File: config.mk
export PLATFORM = sky130hd
export DESIGN_NAME = coverfloat_vector_capture
export DESIGN_NICKNAME = d
export VERILOG_FILES = /design/src/rtl/coverfloat_vector_capture.sv
export SDC_FILE = /design/constraint.sdc
export NUM_CORES = 2
export LEC_CHECK = 0
export BUFFER_PORTS_ARGS = -buffer_cell sky130_fd_sc_hd__buf_4
export CORE_AREA = 2 2 640 642
export DETAILED_ROUTE_END_ITERATION = 6
export DIE_AREA = 0 0 642 644
export PLACE_DENSITY_LB_ADDON = 0.2
export SYNTH_ARGS = -nofsm -noshare
export SYNTH_HDL_FRONTEND = slang
export SYNTH_SLANG_ARGS = --single-unit
File: constraint.sdc
create_clock -name clk -period 5.6 [get_ports clk]
set_input_delay 0.56 -clock clk [delete_from_list [all_inputs] [get_ports clk]]
set_output_delay 0.56 -clock clk [all_outputs]
set_load 0.05 [all_outputs]
File: src/rtl/coverfloat_vector_capture.sv
// Capture stage for floating-point coverage vectors: splits a packed cover vector
// into named fields, registers them, counts accepted vectors and flags bad pad bits.
module coverfloat_vector_capture #(
  parameter int OP_W   = 32,
  parameter int RM_W   = 8,
  parameter int OPND_W = 128,
  parameter int FMT_W  = 8,
  parameter int X_W    = 32,
  parameter int M_W    = 192,
  localparam int VEC_W = OP_W + RM_W + 4*OPND_W + 3*FMT_W + 4 + X_W + M_W
) (
  input  logic              clk,
  input  logic              rst_n,
  input  logic              vec_valid,
  input  logic [VEC_W-1:0]  covervector,
  output logic [OP_W-1:0]   op,
  output logic [RM_W-1:0]   rm,
  output logic [OPND_W-1:0] a,
  output logic [OPND_W-1:0] b,
  output logic [OPND_W-1:0] c,
  output logic [FMT_W-1:0]  operandFmt,
  output logic [OPND_W-1:0] result,
  output logic [FMT_W-1:0]  resultFmt,
  output logic [FMT_W-1:0]  exceptionBits,
  output logic              intermS,
  output logic [X_W-1:0]    intermX,
  output logic [M_W-1:0]    intermM,
  output logic              sample,
  output logic              pad_err,
  output logic [31:0]       vectornum
);

  // Field LSB positions, built up from the least-significant field.
  localparam int M_LSB    = 0;
  localparam int X_LSB    = M_LSB + M_W;
  localparam int S_BIT    = X_LSB + X_W;
  localparam int PAD_LSB  = S_BIT + 1;
  localparam int EXC_LSB  = PAD_LSB + 3;
  localparam int RFMT_LSB = EXC_LSB + FMT_W;
  localparam int RES_LSB  = RFMT_LSB + FMT_W;
  localparam int OFMT_LSB = RES_LSB + OPND_W;
  localparam int C_LSB    = OFMT_LSB + FMT_W;
  localparam int B_LSB    = C_LSB + OPND_W;
  localparam int A_LSB    = B_LSB + OPND_W;
  localparam int RM_LSB   = A_LSB + OPND_W;
  localparam int OP_LSB   = RM_LSB + RM_W;

  logic [OP_W-1:0]   op_q,   op_d;
  logic [RM_W-1:0]   rm_q,   rm_d;
  logic [OPND_W-1:0] a_q,    a_d;
  logic [OPND_W-1:0] b_q,    b_d;
  logic [OPND_W-1:0] c_q,    c_d;
  logic [FMT_W-1:0]  ofmt_q, ofmt_d;
  logic [OPND_W-1:0] res_q,  res_d;
  logic [FMT_W-1:0]  rfmt_q, rfmt_d;
  logic [FMT_W-1:0]  exc_q,  exc_d;
  logic              s_q,    s_d;
  logic [X_W-1:0]    x_q,    x_d;
  logic [M_W-1:0]    m_q,    m_d;
  logic              sample_q,    sample_d;
  logic              pad_err_q,   pad_err_d;
  logic [31:0]       vectornum_q, vectornum_d;

  always_comb begin
    op_d        = op_q;
    rm_d        = rm_q;
    a_d         = a_q;
    b_d         = b_q;
    c_d         = c_q;
    ofmt_d      = ofmt_q;
    res_d       = res_q;
    rfmt_d      = rfmt_q;
    exc_d       = exc_q;
    s_d         = s_q;
    x_d         = x_q;
    m_d         = m_q;
    pad_err_d   = pad_err_q;
    sample_d    = 1'b0;
    vectornum_d = vectornum_q;
    if (vec_valid) begin
      op_d        = covervector[OP_LSB   +: OP_W];
      rm_d        = covervector[RM_LSB   +: RM_W];
      a_d         = covervector[A_LSB    +: OPND_W];
      b_d         = covervector[B_LSB    +: OPND_W];
      c_d         = covervector[C_LSB    +: OPND_W];
      ofmt_d      = covervector[OFMT_LSB +: FMT_W];
      res_d       = covervector[RES_LSB  +: OPND_W];
      rfmt_d      = covervector[RFMT_LSB +: FMT_W];
      exc_d       = covervector[EXC_LSB  +: FMT_W];
      s_d         = covervector[S_BIT];
      x_d         = covervector[X_LSB    +: X_W];
      m_d         = covervector[M_LSB    +: M_W];
      pad_err_d   = |covervector[PAD_LSB +: 3];
      sample_d    = 1'b1;
      // Free-running count; wraps silently at 2^32.
      vectornum_d = vectornum_q + 32'd1;
    end
  end

  always_ff @(posedge clk) begin
    if (!rst_n) begin
      op_q        <= '0;
      rm_q        <= '0;
      a_q         <= '0;
      b_q         <= '0;
      c_q         <= '0;
      ofmt_q      <= '0;
      res_q       <= '0;
      rfmt_q      <= '0;
      exc_q       <= '0;
      s_q         <= 1'b0;
      x_q         <= '0;
      m_q         <= '0;
      sample_q    <= 1'b0;
      pad_err_q   <= 1'b0;
      vectornum_q <= '0;
    end else begin
      op_q        <= op_d;
      rm_q        <= rm_d;
      a_q         <= a_d;
      b_q         <= b_d;
      c_q         <= c_d;
      ofmt_q      <= ofmt_d;
      res_q       <= res_d;
      rfmt_q      <= rfmt_d;
      exc_q       <= exc_d;
      s_q         <= s_d;
      x_q         <= x_d;
      m_q         <= m_d;
      sample_q    <= sample_d;
      pad_err_q   <= pad_err_d;
      vectornum_q <= vectornum_d;
    end
  end

  assign op            = op_q;
  assign rm            = rm_q;
  assign a             = a_q;
  assign b             = b_q;
  assign c             = c_q;
  assign operandFmt    = ofmt_q;
  assign result        = res_q;
  assign resultFmt     = rfmt_q;
  assign exceptionBits = exc_q;
  assign intermS       = s_q;
  assign intermX       = x_q;
  assign intermM       = m_q;
  assign sample        = sample_q;
  assign pad_err       = pad_err_q;
  assign vectornum     = vectornum_q;

endmodule

### After elaboration in Yosys (flattened, before gate mapping)

Index checks and enable logic that the tools add are counted.

* register bits: 835
* input port bits: 807

* reduce and logical (&&, ||, !) cells: 1
* muxes and demuxes: 1
* $add $sub $neg: 1

Operators by type and width (count)
* $add A32 B1 Y32 const B: 1
* $reduce_or A3 Y1: 1
* $mux W1: 1

### Logic depth before layout (Yosys ltp)

* depth after elaboration: 1
* depth in mapped cells: 7

### Least setup slack after synthesis

OpenSTA, ideal clock, no wires.

* path type: register to register
* start point: register vectornum_q[0] (netlist: vectornum[0])
* end point: register vectornum_q[18] (netlist: vectornum[18])
* arrival: 2.260 ns
* library setup time: 0.070 ns
* buffers on the path: 1
* clock period less this slack: 2.330 ns
* stages on the path, launching flop included: 7
* data required time: 5.530 ns
* path slack: 3.270 ns
* path through: dfxtp_1 ha_1 inv_1 or4_1 buf_2 or4_1 a21oi_1

* cells in the longest elaborated chain, start to end: 1

Ends and longest elaborated chain
* start, declared: RTL line 62 `logic [31:0] vectornum_q, vectornum_d;`
* start signal, assigned: RTL line 132 `vectornum_q <= vectornum_d;`
* $add A32 B1 Y32: RTL line 96 `vectornum_d = vectornum_q + 32'd1;`

No other way between the ends.
A chain may end at the register's enable or synchronous reset.

### Worst setup path after layout

* start point: register vectornum_q[11] (netlist: vectornum[11])
* end point: register vectornum_q[31] (netlist: vectornum[31])

The elaborated chain is that of the path after synthesis.

==> qor.txt <==
final cell utilization of the core: 0.149
residual DRC count: 0
antenna violations before repair: 183
startpoint kind of the worst setup timing path: flop
area growth from synthesis to layout: 107%
First-pass DRT Iterations: 5
final critical-path share of the clock period: 0.477
proportion of netlist area held by the largest area contributor: 0.571
total placed instance area: 48100 um2
FF+latch count, synth: 835
count of endpoints failing setup in the final report: 0
synthesized netlist cell count: 2763
commonest cells in the netlist: dfxtp_1, nor2_1, mux2i_1, clkbuf_1, buf_1
final hold violation count: 0
type of the tightest min-delay check: input port to flop
start point of the critical path: vectornum[11]
start-to-end type of the worst setup path: flop to flop
maximum number of pins on one net before global-route repair: 150
post-synthesis cell type count: 27
biggest area consumer among synthesized cells: dfxtp_1
clock tree from TritonCTS: yes
Die Height: 644 um
startpoint of the most critical hold path: covervector[577]
number of cells after detailed placement: 9697
Placer Congestion: 0.960
Avg WL per Cell: 27.6 um
actual slew at the worst max-slew pin: 1.25 ns
count of flip-flops with a built-in enable after synthesis: 0
clock period minus worst slack: 2.67 ns
unrepaired setup endpoints after global routing: no
summed negative setup slack over all endpoints: 0 ns
Core ar.: 408000 um2
cell at the root of the clock tree: clkbuf_16
RR Startpoint: vectornum[11]
routed via count: 30.4k
filler cell count in the final layout: 46.3k
netlist area before placement: 29300 um2
worst-case clock buffer depth: 4
Post-Syn Nets: 3571
share of layout cells above drive strength 1: 0.358
leakage: 27.2 nW
clock network latency to the later pin of the worst-skew pair: 0.83 ns
CTS Buf Count: 138
peak ir drop on the vdd network: 0.000182 V
Total Routed Length: 297 mm
Mean Syn Cell Area: 10.6 um2
deepest level of the CTS H-tree: 4
half-perimeter wire length of the detailed placement result: 256 mm
Final Max Slew Viols: 0
number of vias per cell: 2.83
vias in the first global route: 31.6k
FFs w/ async S/R, synth: 0
post-route design area: 60600 um2
num rows: 235
run status: complete, no violations
all-layer global routing usage: 0.138
number of maximum-capacitance constraint violations: 0
Max transition margin: 0.165
number of cells upsized or downsized after cts: 0
# clock sinks: 835
ranking of synthesized cells by area: dfxtp_1, mux2i_1, nor2_1
worst setup skew after layout: 0.0110 ns
first-pass GRT wire length: 370 mm
total die area: 413000 um2
fin nets: 5981
initial detailed-routing violation count: 1285
data arrival time of the worst path: 3.43 ns
non-filler instance count after layout: 10.8k
highest achievable clock rate: 0.374 GHz
Worst Path Required: 6.35 ns
die width: 642 um
sort of element at the end of the critical path: flop
most instantiated library cell after synthesis: dfxtp_1
number of placed I/O pins: 1642
DRT antenna net count: 0
remaining global-route overflow: 0
port buffer count: 1641
clock-pin slew of the registers on the worst-case setup and hold paths: 0.06 ns
Post-synth top flop: dfxtp_1
synthesis warning total: 0
Critical Path Fanout Max: 18
share of the yosys chip area belonging to registers: 0.571
initial cell density of the core: 0.0719
Pwr per Cell Area: 325 nW/um2
per-stage QoR:
step | setup WS [ns] | power, mW | hold slack (ns)
4_1_cts | 2.98 | 20.3 | 0.00146
5_1_grt | 2.75 | 20.6 | 0.0467
3_5_place_dp | 2.85 | 10.3 | 0.481
2_1_floorplan | 3.27 | 8.45 | 0.689
6_report | 2.93 | 19.7 | 0.0758
3_3_place_gp | 2.83 | 10.3 | 0.475
power breakdown:
group	total (mW)	switching, mW	internal, mW
registers	6.55	0.256	6.29
clock network	9.00	3.52	5.48
logic	4.17	2.66	1.50
registers in the layout (all words and copies together) (netlist names), 32 cells and up:
| name | count |
|---|---|
| intermM | 192 |
| a | 128 |
| b | 128 |
| c | 128 |
| result | 128 |
| intermX | 32 |
| op | 32 |
| vectornum | 32 |
cells by family (layout without fill, tap and decap cells):
logic type,Yosys count,after routing,share of synthesized area
AO/OA/AOI/OAI,40,40,0.00786
XOR/XNOR,9,9,0.00269
adder cells (fa/ha/maj),1,1,0.000427
buffers and inverters,199,2707,0.0260
flip-flops,835,835,0.571
multiplexers,805,805,0.275
other,0,51,0
AND/OR/NAND/NOR,874,874,0.117
path summary, 6_finish.rpt:
path                                 endpoint  slack, ns  cells past startpoint
worst max-delay path            vectornum[31]       2.93                      4
worst min-delay path                    b[69]       0.08                      3
worst max register to register  vectornum[31]       2.93                      4
worst min register to register          c[47]       0.49                      2
layout by cell type (no fill, tap or decap), types with 7 or more instances in the layout:
cell | netlist | routed
nand2_1 | 14 | 14
clkbuf_1 | 130 | 27
buf_4 | 1 | 1663
clkbuf_8 | 0 | 23
bufinv_16 | 0 | 11
diode_2 | 0 | 51
buf_12 | 0 | 10
mux2i_1 | 805 | 805
inv_1 | 9 | 8
or4_1 | 16 | 16
a21oi_1 | 20 | 20
o21ai_0 | 8 | 8
nor2_1 | 811 | 811
clkinv_2 | 0 | 16
clkbuf_16 | 0 | 143
or3_1 | 7 | 7
o31ai_1 | 12 | 12
dlygate4sd3_1 | 0 | 787
dfxtp_1 | 835 | 835
nand3_1 | 8 | 8
routing by layer:
metal  part of all wire  global-route usage  vias to the layer above
met2               0.48               0.239                     1392
li1                   -                   -                    14185
met1               0.37               0.148                    14408
met3               0.12              0.0716                      440
met5            0.00043                   0                        -
met4              0.028              0.0315                       18
final cells by class:
cell class              instances  area [um2]  area share
multi-input cells            1729       11800       0.195
repair buffers               2460       20600       0.339
inverters                       9        41.3    0.000681
flip-flops and latches        835       16700       0.276
well taps                    5451        6820       0.112
clock buffers                 193        4000      0.0659
clock inverters                45         576     0.00949
diodes                         51         128     0.00210
timing repair:
action | in CTS | in global routing
hold buffers | 787 | 0
setup buffers | 0 | 0
hold endpoints to repair | 791 | 0
critical path: stages (launching register included):
cell and delay (ns):
dfxtp_1 0.41, nand4_1 0.48, or4_1 0.96, or4_1 0.59, a21oi_1 0.15
(Power assumes the default switching activity.)
